<file path="src/rtl/mem_bus_bridge.sv">
`default_nettype none
// ============================================================================
//  Module   : mem_bus_bridge
//  Purpose  : Responder for the core FSM memory handshake. Each accepted
//             request becomes a single transfer on a valid/ready memory bus.
//             The bridge generates byte strobes, replicates store data,
//             extracts and sign/zero-extends load data, and bounds each bus
//             wait with an optional timeout.
//  Ports    : clk, reset (sync, active-low)
//             Core side : en_mem, W_R_mem[1:0], wordsize_mem[1:0], sign_mem,
//                         addr_mem[31:0], wdata_mem[31:0] -> rdata_mem[31:0],
//                         done_mem, busy_mem, aligned_mem, err_timeout
//             Bus side  : mem_valid, mem_instr, mem_addr[31:0],
//                         mem_wdata[31:0], mem_wstrb[3:0] <- mem_rdata[31:0],
//                         mem_ready
//  Revision : 1.0  initial release
// ============================================================================
module mem_bus_bridge #(
   parameter int TIMEOUT = 256   // max BUS cycles waiting for mem_ready; 0 = none
) (
   input  logic        clk,
   input  logic        reset,
   input  logic        en_mem,
   input  logic [1:0]  W_R_mem,
   input  logic [1:0]  wordsize_mem,
   input  logic        sign_mem,
   input  logic [31:0] addr_mem,
   input  logic [31:0] wdata_mem,
   output logic [31:0] rdata_mem,
   output logic        done_mem,
   output logic        busy_mem,
   output logic        aligned_mem,
   output logic        err_timeout,
   output logic        mem_valid,
   output logic        mem_instr,
   output logic [31:0] mem_addr,
   output logic [31:0] mem_wdata,
   output logic [3:0]  mem_wstrb,
   input  logic [31:0] mem_rdata,
   input  logic        mem_ready
);

   localparam logic [1:0] ST_IDLE     = 2'd0;
   localparam logic [1:0] ST_BUS      = 2'd1;
   localparam logic [1:0] ST_DONE     = 2'd2;
   localparam logic [1:0] ST_MISALIGN = 2'd3;

   localparam logic [1:0] WR_STORE = 2'b00;
   localparam logic [1:0] WR_RSVD  = 2'b10;
   localparam logic [1:0] WR_FETCH = 2'b11;

   localparam logic [1:0] SZ_BYTE = 2'b00;
   localparam logic [1:0] SZ_HALF = 2'b01;
   localparam logic [1:0] SZ_WORD = 2'b10;

   // Counter is sized to hold TIMEOUT-1, the value seen in the last allowed
   // BUS cycle.
   localparam int             CW     = (TIMEOUT > 1) ? $clog2(TIMEOUT) : 1;
   localparam int             C_LAST = (TIMEOUT > 0) ? (TIMEOUT - 1) : 0;
   localparam logic [CW-1:0]  C_TMAX = C_LAST[CW-1:0];

   logic [1:0]    state_q,   state_d;
   logic [1:0]    wr_q,      wr_d;
   logic [1:0]    size_q,    size_d;
   logic          sign_q,    sign_d;
   logic [1:0]    lane_q,    lane_d;
   logic [CW-1:0] cnt_q,     cnt_d;
   logic [31:0]   rdata_q,   rdata_d;
   logic          aligned_q, aligned_d;
   logic          err_q,     err_d;
   logic          valid_q,   valid_d;
   logic          instr_q,   instr_d;
   logic [31:0]   addr_q,    addr_d;
   logic [31:0]   wdata_q,   wdata_d;
   logic [3:0]    wstrb_q,   wstrb_d;

   logic          illegal;
   logic          expire;
   logic [31:0]   rd_shift;
   logic [31:0]   load_val;
   logic [3:0]    strb_req;
   logic [31:0]   wdata_req;

   // Request legality; a fetch is always a word, whatever size is presented.
   always_comb begin
      illegal = 1'b0;
      if (wordsize_mem == 2'b11)
         illegal = 1'b1;
      else if (W_R_mem == WR_FETCH)
         illegal = (addr_mem[1:0] != 2'b00);
      else if (wordsize_mem == SZ_HALF)
         illegal = addr_mem[0];
      else if (wordsize_mem == SZ_WORD)
         illegal = (addr_mem[1:0] != 2'b00);
   end

   // Store lane strobes and replicated data for the incoming request.
   always_comb begin
      strb_req  = 4'b0000;
      wdata_req = wdata_mem;
      if (W_R_mem == WR_STORE) begin
         case (wordsize_mem)
            SZ_BYTE: begin
               strb_req  = 4'b0001 << addr_mem[1:0];
               wdata_req = {4{wdata_mem[7:0]}};
            end
            SZ_HALF: begin
               strb_req  = 4'b0011 << addr_mem[1:0];
               wdata_req = {2{wdata_mem[15:0]}};
            end
            default: begin
               strb_req  = 4'b1111;
               wdata_req = wdata_mem;
            end
         endcase
      end
   end

   // Load extraction: shift the addressed lane down to bit 0, then extend.
   always_comb begin
      rd_shift = mem_rdata >> {lane_q, 3'b000};
      load_val = mem_rdata;
      if (wr_q != WR_FETCH) begin
         case (size_q)
            SZ_BYTE: load_val = {{24{sign_q & rd_shift[7]}},  rd_shift[7:0]};
            SZ_HALF: load_val = {{16{sign_q & rd_shift[15]}}, rd_shift[15:0]};
            default: load_val = mem_rdata;
         endcase
      end
   end

   assign expire = (TIMEOUT != 0) && (cnt_q == C_TMAX);

   always_comb begin
      state_d   = state_q;
      wr_d      = wr_q;
      size_d    = size_q;
      sign_d    = sign_q;
      lane_d    = lane_q;
      cnt_d     = cnt_q;
      rdata_d   = rdata_q;
      aligned_d = aligned_q;
      err_d     = err_q;
      valid_d   = valid_q;
      instr_d   = instr_q;
      addr_d    = addr_q;
      wdata_d   = wdata_q;
      wstrb_d   = wstrb_q;

      case (state_q)
         ST_IDLE: begin
            if (en_mem) begin
               wr_d   = W_R_mem;
               size_d = wordsize_mem;
               sign_d = sign_mem;
               lane_d = addr_mem[1:0];
               if (illegal) begin
                  state_d   = ST_MISALIGN;
                  aligned_d = 1'b0;
               end else if (W_R_mem == WR_RSVD) begin
                  state_d = ST_DONE;
               end else begin
                  state_d = ST_BUS;
                  valid_d = 1'b1;
                  instr_d = (W_R_mem == WR_FETCH);
                  addr_d  = {addr_mem[31:2], 2'b00};
                  wdata_d = wdata_req;
                  wstrb_d = strb_req;
                  cnt_d   = '0;
               end
            end
         end
         ST_BUS: begin
            cnt_d = cnt_q + 1'b1;
            // mem_ready has priority over a timeout expiring in the same cycle.
            if (mem_ready) begin
               state_d = ST_DONE;
               valid_d = 1'b0;
               if (wr_q != WR_STORE)
                  rdata_d = load_val;
            end else if (expire) begin
               state_d = ST_DONE;
               valid_d = 1'b0;
               err_d   = 1'b1;
               rdata_d = 32'h0;
            end
         end
         ST_DONE: begin
            state_d = ST_IDLE;
         end
         ST_MISALIGN: begin
            state_d = ST_MISALIGN;
         end
         default: begin
            state_d = ST_IDLE;
         end
      endcase
   end

   always_ff @(posedge clk) begin
      if (!reset) begin
         state_q   <= ST_IDLE;
         wr_q      <= 2'b00;
         size_q    <= 2'b00;
         sign_q    <= 1'b0;
         lane_q    <= 2'b00;
         cnt_q     <= '0;
         rdata_q   <= 32'h0;
         aligned_q <= 1'b1;
         err_q     <= 1'b0;
         valid_q   <= 1'b0;
         instr_q   <= 1'b0;
         addr_q    <= 32'h0;
         wdata_q   <= 32'h0;
         wstrb_q   <= 4'b0000;
      end else begin
         state_q   <= state_d;
         wr_q      <= wr_d;
         size_q    <= size_d;
         sign_q    <= sign_d;
         lane_q    <= lane_d;
         cnt_q     <= cnt_d;
         rdata_q   <= rdata_d;
         aligned_q <= aligned_d;
         err_q     <= err_d;
         valid_q   <= valid_d;
         instr_q   <= instr_d;
         addr_q    <= addr_d;
         wdata_q   <= wdata_d;
         wstrb_q   <= wstrb_d;
      end
   end

   assign rdata_mem   = rdata_q;
   assign done_mem    = (state_q == ST_DONE);
   assign busy_mem    = (state_q == ST_BUS) || (state_q == ST_DONE);
   assign aligned_mem = aligned_q;
   assign err_timeout = err_q;
   assign mem_valid   = valid_q;
   assign mem_instr   = instr_q;
   assign mem_addr    = addr_q;
   assign mem_wdata   = wdata_q;
   assign mem_wstrb   = wstrb_q;

endmodule
`default_nettype wire

</file>
<file path="config.mk">
export PLATFORM = sky130hd
export DESIGN_NAME = mem_bus_bridge
export DESIGN_NICKNAME = d
export VERILOG_FILES = /design/src/rtl/mem_bus_bridge.sv
export SDC_FILE = /design/constraint.sdc
export NUM_CORES = 1
export LEC_CHECK = 0
export BUFFER_PORTS_ARGS = -buffer_cell sky130_fd_sc_hd__buf_2
export CAP_MARGIN = 20
export CORE_MARGIN = 1.5
export CORE_UTILIZATION = 35
export DETAILED_ROUTE_END_ITERATION = 6
export PLACE_DENSITY_LB_ADDON = 0.1
export SLEW_MARGIN = 20
export SYNTH_ARGS = -nofsm -noshare
export SYNTH_HDL_FRONTEND = slang
export SYNTH_SLANG_ARGS = --single-unit
export TNS_END_PERCENT = 20
</file>
<file path="constraint.sdc">
create_clock -name clk -period 4.3 [get_ports clk]
set_clock_uncertainty 0.2 [all_clocks]
set_input_delay 0.43 -clock clk [delete_from_list [all_inputs] [get_ports clk]]
set_output_delay 0.43 -clock clk [all_outputs]
set_load 0.02 [all_outputs]
</file>
; Word-level counts from Yosys, hierarchy flattened
; Cells that the tools add are included.
[op_classes]
reduce_logical = 17
n_shift = 3
eq_ne = 16
mux = 29
n_bitwise = 5
addsub = 1
[op_table]
columns = operator, n
row1 = 2-to-1 mux 32 bit, 5
row2 = one-hot mux 32 bit (2 select lines), 2
row3 = right shift 32 x 5 -> 16 bit, 1
row4 = 2-to-1 mux 8 bit, 3
row5 = one-hot mux 8 bit (2 select lines), 1
row6 = "== test 2 bit, second input constant", 6
row7 = 2-to-1 mux 2 bit, 5
row8 = 2-to-1 mux 1 bit, 9
row9 = AND reduction 3 bit, 3
row10 = "adder 8 x 1 -> 8 bit, second input constant", 1
row11 = "== test 8 bit, second input constant", 1
row12 = zero test 2 bit, 4
row13 = "inequality test 2 bit, second input constant", 4
row14 = one-hot mux 2 bit (4 select lines), 1
row15 = one-hot mux 4 bit (2 select lines), 1
row16 = AND reduction 4 bit, 2
row17 = nonzero test 2 bit, 4
row18 = "== test 2 x 1 -> 1 bit, second input constant", 3
row19 = AND reduction 5 bit, 1
row20 = 2-to-1 mux 4 bit, 1
row21 = AND reduction 2 bit, 2
row22 = "left shift 1 x 2 -> 4 bit, first input constant", 1
row23 = "left shift 2 x 2 -> 4 bit, first input constant", 1
row24 = "inequality test 3 bit, second input constant", 1
row25 = other kinds (5), 8
[word_totals]
reg_bits = 119
output_inout_bits = 106
in_bits = 105

; Depth between registers and ports, before layout
; Gate-level depths: netlist (run 1).
[depth]
word_depth = 8
depth_mapped = 9
depth_no_buf = 6

; Worst setup path after synthesis (run 1)
; No wires, ideal clock.
[synth_timing]
path_type = in2reg
start = input port wordsize_mem[1]
end = register cnt_q[6]
cell_stages = 7
t_required_ps = 3983
t_arrival_ps = 1662
setup_slack_ps = 2321
path_cell_list = buf_2 -> a311oi_4 -> o311a_1 -> buf_6 -> buf_6 -> o2bb2ai_1 -> a22o_1
[synth_via]
elab_chain_cells = 7
elab_cells_between_ends = 9
cone_classes = 4 x eq/ne / 4 x mux / 1 x reduce/logical
[synth_lines]
columns = item, line_no
row1 = start: declaration, 25  ; input logic [1:0] wordsize_mem,
row2 = == test 2 bit, 93  ; else if (wordsize_mem == SZ_WORD)
row3 = 2-to-1 mux 1 bit, 93
row4 = 2-to-1 mux 1 bit, 91  ; else if (wordsize_mem == SZ_HALF)
row5 = 2-to-1 mux 1 bit, 89  ; else if (W_R_mem == WR_FETCH)
row6 = 2-to-1 mux 1 bit (*), 87  ; if (wordsize_mem == 2'b11)
row7 = inequality test 2 bit (no line) (*), n/a
row8 = AND reduction 4 bit (no line) (*), n/a
row9 = end signal: assignment, 222  ; cnt_q <= cnt_d;
row10 = end: declaration, 67  ; logic [CW-1:0] cnt_q, cnt_d;
; Every way passes the cells marked *; elsewhere a longest branch is shown, timed or not.
; A chain may end at the register's enable or synchronous reset.

; Final worst setup path (run 1)
[layout_timing]
start = register state_q[0]
end = register addr_q[6], in the netlist mem_addr[6]
[layout_via]
elab_chain_cells = 2
[layout_lines]
columns = item, line_no
row1 = start: declaration, 62  ; logic [1:0] state_q, state_d;
row2 = start signal: assignment, 217  ; state_q <= state_d;
row3 = zero test 2 bit, 150  ; case (state_q)
row4 = AND reduction 4 bit (no line), n/a
row5 = end signal: assignment, 228  ; addr_q <= addr_d;
row6 = end: declaration, 73  ; logic [31:0] addr_q, addr_d;
; Every way passes these cells.

==> reports/qor.txt, run 1 <==
Synth Register Bits = 119
CTS Buf Count = 17
Gr usage total = 20.7%
Max Cap Viol = 0
First-pass GRT wire length = 27100 um
Async SR Flop Fraction = 0%
Worst setup EP type = register
Crit path max fanout = 42
Logic gate share of total power = 22.1%
Tcrit/Tclk final = 68.6%
CTS root buffer = clkbuf_16
Worst-margin pin slew = 0.978 ns
Synth top area cells = dfxtp_1, nand2_1, a21oi_1, o211ai_1, mux2i_1
Sequential share of power = 36.0%
First-pass iteration count of the detailed router = 5
Static Leak = 0.00312 uW
Synth Flop Type = dfxtp_1
CTS Hold Bufs = 0
Initial antenna violation count = 0
Switching share of total power = 31.0%
Depth of the CTS H-tree = 4
GRT Residual Overflow = 0
GP Congestion = 0.828
Min-delay src = addr_mem[14]
Pwr/cell area = 483 nW/um^2
CP arrival = 3.09 ns
Setup_tns = 0 ns
Initial Utilization = 36.2%
CTS tree = done
Postcts setup bufs = 0
Mapped cell area = 5560 um^2
Hold EP = mem_addr[14]
RSZ-0062 raised after global routing = false
Clk pwr share = 41.9%
Clk pin slew, worst setup/hold paths = 0.06 ns
Number of flops mapped to enable cells by yosys = 0
Critical path class = reg -> reg
Final min period = 2.95 ns
Largest family of logic cells by synthesized area = compound AO/OA/AOI/OAI gates
Hold Crit Class = in -> reg
Synth Instances = 676
Layout area overhead = 31.1%
Kind of start point of the critical path = register
Fmax = 0.339 GHz
Status = complete, no violations
Synth top area share = 42.8%
Pin count of the biggest net entering global routing = 99
Row count = 45
DRC = 0
Final Hold Vio Count = 0
Initial DRC Count = 383
Post-Synth Simple-Gate Area = 16.7%
Max clock buf depth = 2
Reg2Reg Depth = 7
Final wirelength = 17200 um
# diodes = 0
Synth unique cells = 57
YS warnings = 0
Clock Latency Late Sink = 0.41 ns
Slew HR = 34.8%
Finished Cell Area = 7290 um^2
Die area = 16700 um^2
Sw power = 1090 uW
Most frequent cells in the layout = buf_2, nand2_1, dfxtp_1, a21oi_1, o211ai_1
Final count of negative-setup-slack endpoints = 0
Antenna-violating nets left = 0
Commonest non-fill, non-tap cell in the layout = buf_2
Sink Count = 119
Number of top-level pins = 211
Vias per cell = 5.20
VDD IR max = 0.000259 V
Final nets = 965
Die height = 129 um
WL per Instance = 15.9 um
CTS resizes = 0
Area leader, netlist = dfxtp_1
Worst Setup SP = state_q[0]
Mux share of post-synthesis cell area = 4.55%
Reg2Reg Launch Point = state_q[0]
Core area = 15400 um^2
Avg Inst Size Synth = 8.23 um^2
Synth Area in Adders = 1.35%
Hold path cells = 3
Internal Power = 2430 uW
Reg2reg end = mem_addr[6]
Final Max Tran Viols = 0
Vias = 5603
DP HPWL = 12500 um
R2R Setup Slk = 1.35 ns
Req. time, crit path = 4.45 ns
Port bufs = 208
Layout cells sized above 1 = 30.7%
Compound-Gate Fraction of Synth Area = 27.9%
Placed cell area = 6650 um^2
Die Wd = 129 um
Sequential cell area fraction in the yosys report = 42.8%
Vias in the first global route = 5345
Synth Area in XOR/XNOR = 0.158%
## final cells by class
cell class | instances | area (um^2)
clock inverter | 13 | 181
clock buffer | 18 | 429
sequential | 119 | 2380
timing repair buffer | 217 | 1130
tap | 211 | 264
fill | 1546 | 8080
inverter | 18 | 68.8
multi-input combinational | 481 | 2840
## metrics by stage
stage	utilization, %	setup WS, ns	power, uW	hold WS [ns]	instances
3_3_place_gp	43.2	1.42	2050	0.238	1044
2_1_floorplan	-	2.32	1830	0.244	677
6_report	47.4	1.35	3520	0.0430	1077
5_1_grt	47.4	1.05	3700	0.0482	1077
4_1_cts	47.3	1.33	3550	0.0353	1076
3_5_place_dp	43.3	1.34	2060	0.242	1045
## layer usage
metal / GRT usage, % / routed length [um] / vias up
met5: 0 / 0 / -
met2: 33.2 / 8040 / 189
met4: 7.20 / 278 / 0
met1: 26.5 / 7590 / 2633
li1: - / - / 2758
met3: 6.48 / 1250 / 23
## how the worst max path moves through the flow
stage / end
after floorplan: cnt_q[6]
after global placement: mem_addr[27]
after detailed placement: mem_addr[3]
after CTS: mem_addr[16]
after global routing: mem_addr[6]
final: mem_addr[6]
## cells in the mapped netlist (all sizes together) (9+ instances only)
library cell and count:
a211oi 9, a21oi 93, a22oi 16, a31oi 9, buf 29, clkbuf 30
dfxtp 119, inv 18, mux2i 23, nand2 141, nand3 18, nor2 21
o211ai 39, o21ai 33
## cell families (layout without fill, tap and decap cells)
group                    after synthesis  count (layout)
XOR/XNOR                               1               1
other                                  1               2
AO/OA/AOI/OAI                        235             235
flip-flops                           119             119
AND/OR/NAND/NOR                      213             213
buffers and inverters                 77             266
adder cells (fa/ha/maj)                6               6
multiplexers                          24              24
## registers in the layout, indices dropped and copies added (netlist names)
name and flops:
wr_q 2, lane_q 2, aligned_mem 1, rdata_mem 32, mem_addr 30, mem_valid 1
sign_q 1, mem_instr 1, mem_wstrb 4, state_q 2, err_timeout 1, mem_wdata 32
size_q 2, cnt_q 8
## power groups by stage
stage | clock [uW] | combinational, uW | sequential (uW)
floorplan | 0 | 471 | 1350
finish | 1470 | 779 | 1270
CTS | 1500 | 779 | 1270
global route | 1560 | 859 | 1280
global placement | 0 | 763 | 1280
detailed placement | 0 | 775 | 1290
## critical path: stages, from the launching register on
cell	delay, ns
dfxtp_1	0.34
inv_1	0.12
ha_1	0.28
and2_1	0.41
o311a_2	0.84
buf_4	0.43
nand2_1	0.10
a21oi_1	0.13
No activity file was read; power rests on OpenSTA's default activity.
==> inputs of run 2 (changes only) <==
==> constraint.sdc (replaced) <==
create_clock -name clk -period 2.8 [get_ports clk]
set_clock_uncertainty 0.2 [all_clocks]
set_input_delay 0.28 -clock clk [delete_from_list [all_inputs] [get_ports clk]]
set_output_delay 0.28 -clock clk [all_outputs]
set_load 0.02 [all_outputs]
==> run 2 against run 1 <==
Compared with the run above: total power increased by 59%; non-clock buffer count rose by 62; largest cell class unchanged; highest routed layer unchanged; register-to-register slack got worse by 1.1 ns; sequential cell count unchanged; sequential share of layout area fell by 2.7 points; via count grew 2.0%.
==> reports/qor.txt, run 2 (same netlist as run 1, synthesis figures left out) <==
Antenna-violating nets left = 0 (unchanged)
Largest delay share family, worst path = buffers and inverters (was compound AO/OA/AOI/OAI gates)
Pre-CTS setup slack = 0.328 ns (was 1.34 ns)
Number of top-level pins = 211 (unchanged)
Tcrit/Tclk final = 90.4% (was 68.6%)
Die Wd = 129 um (unchanged)
Layout area overhead = 42.9% (was 31.1%)
Final nets = 1027 (was 965)
Final count of negative-setup-slack endpoints = 0 (unchanged)
Reg2Reg Launch Point = state_q[0] (unchanged)
Sink Count = 119 (unchanged)
Core Util, Final = 51.7% (was 47.4%)
CTS root buffer = clkbuf_16 (unchanged)
WL per Instance = 15.2 um (was 15.9 um)
Clk pin slew, worst setup/hold paths = 0.06 ns (about the same)
R2R Setup Slk = 0.27 ns (was 1.35 ns)
Hold Crit Class = in -> reg (unchanged)
Gr usage total = 21.1% (was 20.7%)
Crit path buffers/inverters = 2 (unchanged)
Pwr/cell area = 705 nW/um^2 (was 483 nW/um^2)
CTS Hold Bufs = 57 (was 0)
Vias per cell = 5.02 (was 5.20)
VDD IR max = 0.000399 V (was 0.000259 V)
Die area = 16700 um^2 (unchanged)
Max clock buf depth = 2 (unchanged)
Reg2reg end = mem_addr[13] (was mem_addr[6])
Final hold slack = 0.0139 ns (was 0.0430 ns)
Core area = 15400 um^2 (unchanged)
Initial Utilization = 36.2% (unchanged)
Final Max Tran Viols = 0 (unchanged)
Final wirelength = 17300 um (was 17200 um)
CTS tree = done (unchanged)
Post-route setup slack = 0.270 ns (was 1.35 ns)
GRT Residual Overflow = 0 (unchanged)
Depth of the CTS H-tree = 4 (unchanged)
Max incr delay on CP = 0.58 ns (was 0.84 ns)
Final Hold Vio Count = 0 (unchanged)
Vias in the first global route = 5487 (was 5345)
Static Leak = 0.00341 uW (was 0.00312 uW)
Crit path max fanout = 58 (was 42)
Status = complete, no violations (unchanged)
Worst-margin pin slew = 0.718 ns (was 0.978 ns)
GP Congestion = 0.821 (was 0.828)
Slowest cell on crit path = buf_4 (was o311a_2)
Critical path cell sequence = inv_1, ha_1, and2_1, o311ai_4, buf_4, nand2_1, a21oi_1 (was inv_1, ha_1, and2_1, o311a_2, buf_4, nand2_1, a21oi_1)
Pin count of the biggest net entering global routing = 101 (was 99)
Row count = 45 (unchanged)
Die height = 129 um (unchanged)
Vias = 5717 (was 5603)
Area of the multi-input gates = 2840 um^2 (unchanged)
First-pass GRT wire length = 27700 um (was 27100 um)
Kind of start point of the critical path = register (unchanged)
DRC = 0 (unchanged)
Worst setup EP type = register (unchanged)
CTS resizes = 0 (unchanged)
Initial antenna violation count = 0 (unchanged)
First-pass iteration count of the detailed router = 4 (was 5)
Reg2Reg Depth = 7 (unchanged)
Critical path class = reg -> reg (unchanged)
Port bufs = 208 (unchanged)
Initial DRC Count = 241 (was 383)
Hold EP = mem_wdata[10] (was mem_addr[14])
Postcts setup bufs = 0 (unchanged)
CP arrival = 2.66 ns (was 3.09 ns)
Min-delay src = wdata_mem[10] (was addr_mem[14])
Most frequent cells in the layout = buf_2, nand2_1, dfxtp_1, a21oi_1, dlygate4sd3_1 (was buf_2, nand2_1, dfxtp_1, a21oi_1, o211ai_1)
Final min period = 2.53 ns (was 2.95 ns)
Req. time, crit path = 2.93 ns (was 4.45 ns)
DP HPWL = 12100 um (was 12500 um)
Number of fill cells in the layout = 1498 (was 1546)
Slew HR = 51.9% (was 34.8%)
RSZ-0062 raised after global routing = false (unchanged)
Layout cells sized above 1 = 29.2% (was 30.7%)
Clock Latency Late Sink = 0.41 ns (about the same)
Commonest non-fill, non-tap cell in the layout = buf_2 (unchanged)
Hold path cells = 3 (unchanged)
# diodes = 0 (unchanged)
Seq. cell area = 2380 um^2 (unchanged)
CTS Buf Count = 17 (unchanged)
Max Cap Viol = 0 (unchanged)
Setup_tns = 0 ns (unchanged)
Fmax = 0.395 GHz (was 0.339 GHz)
-- run 2: worst max-delay path by stage --
stage          startpoint            end  slack (ns)  depth (start not counted)
2_1_floorplan  state_q[1]  rdata_mem[17]        0.85                          9
3_3_place_gp   state_q[0]    mem_addr[5]        0.45                          7
3_5_place_dp   state_q[0]   mem_addr[28]        0.33                          7
4_1_cts        state_q[0]    mem_addr[8]        0.31                          7
5_1_grt        state_q[0]   mem_addr[19]        0.05                          7
6_report       state_q[0]   mem_addr[13]        0.27                          7
-- run 2: power by group --
group          internal, uW  total, uW  switching, uW
Clock                  1630       2390            760
Combinational           481       1280            794
Sequential             1840       1940           99.0
-- run 2: cell type report --
| type | instances | share of cell area (%) |
|---|---|---|
| clock buffers | 24 | 6.44 |
| repair buffers | 279 | 21.9 |
| well taps | 211 | 3.32 |
| clock inverters | 7 | 1.75 |
| flip-flops and latches | 119 | 30.0 |
| multi-input cells | 481 | 35.7 |
| inverters | 18 | 0.866 |
-- run 2: worst reg2reg max path, cell delays in order, from the launching register on --
cell and delay [ns]:
dfxtp_1 0.38, inv_1 0.10, ha_1 0.29, and2_1 0.31, o311ai_4 0.22, buf_4 0.58, nand2_1 0.17, a21oi_1 0.19
-- run 2: metal layers --
layer	GRT usage [%]	share of wire [%]
met3	7.14	6.5
met2	33.6	46
met5	0	0
met4	7.14	1.9
met1	26.9	45
-- run 2: per-stage QoR --
stage,total power [uW],cells,area (um^2)
detailed placement,3180,1051,6720
CTS,5640,1139,7940
global route,5890,1139,7940
floorplan,2800,677,5560
global placement,3150,1050,6720
finish,5600,1139,7940
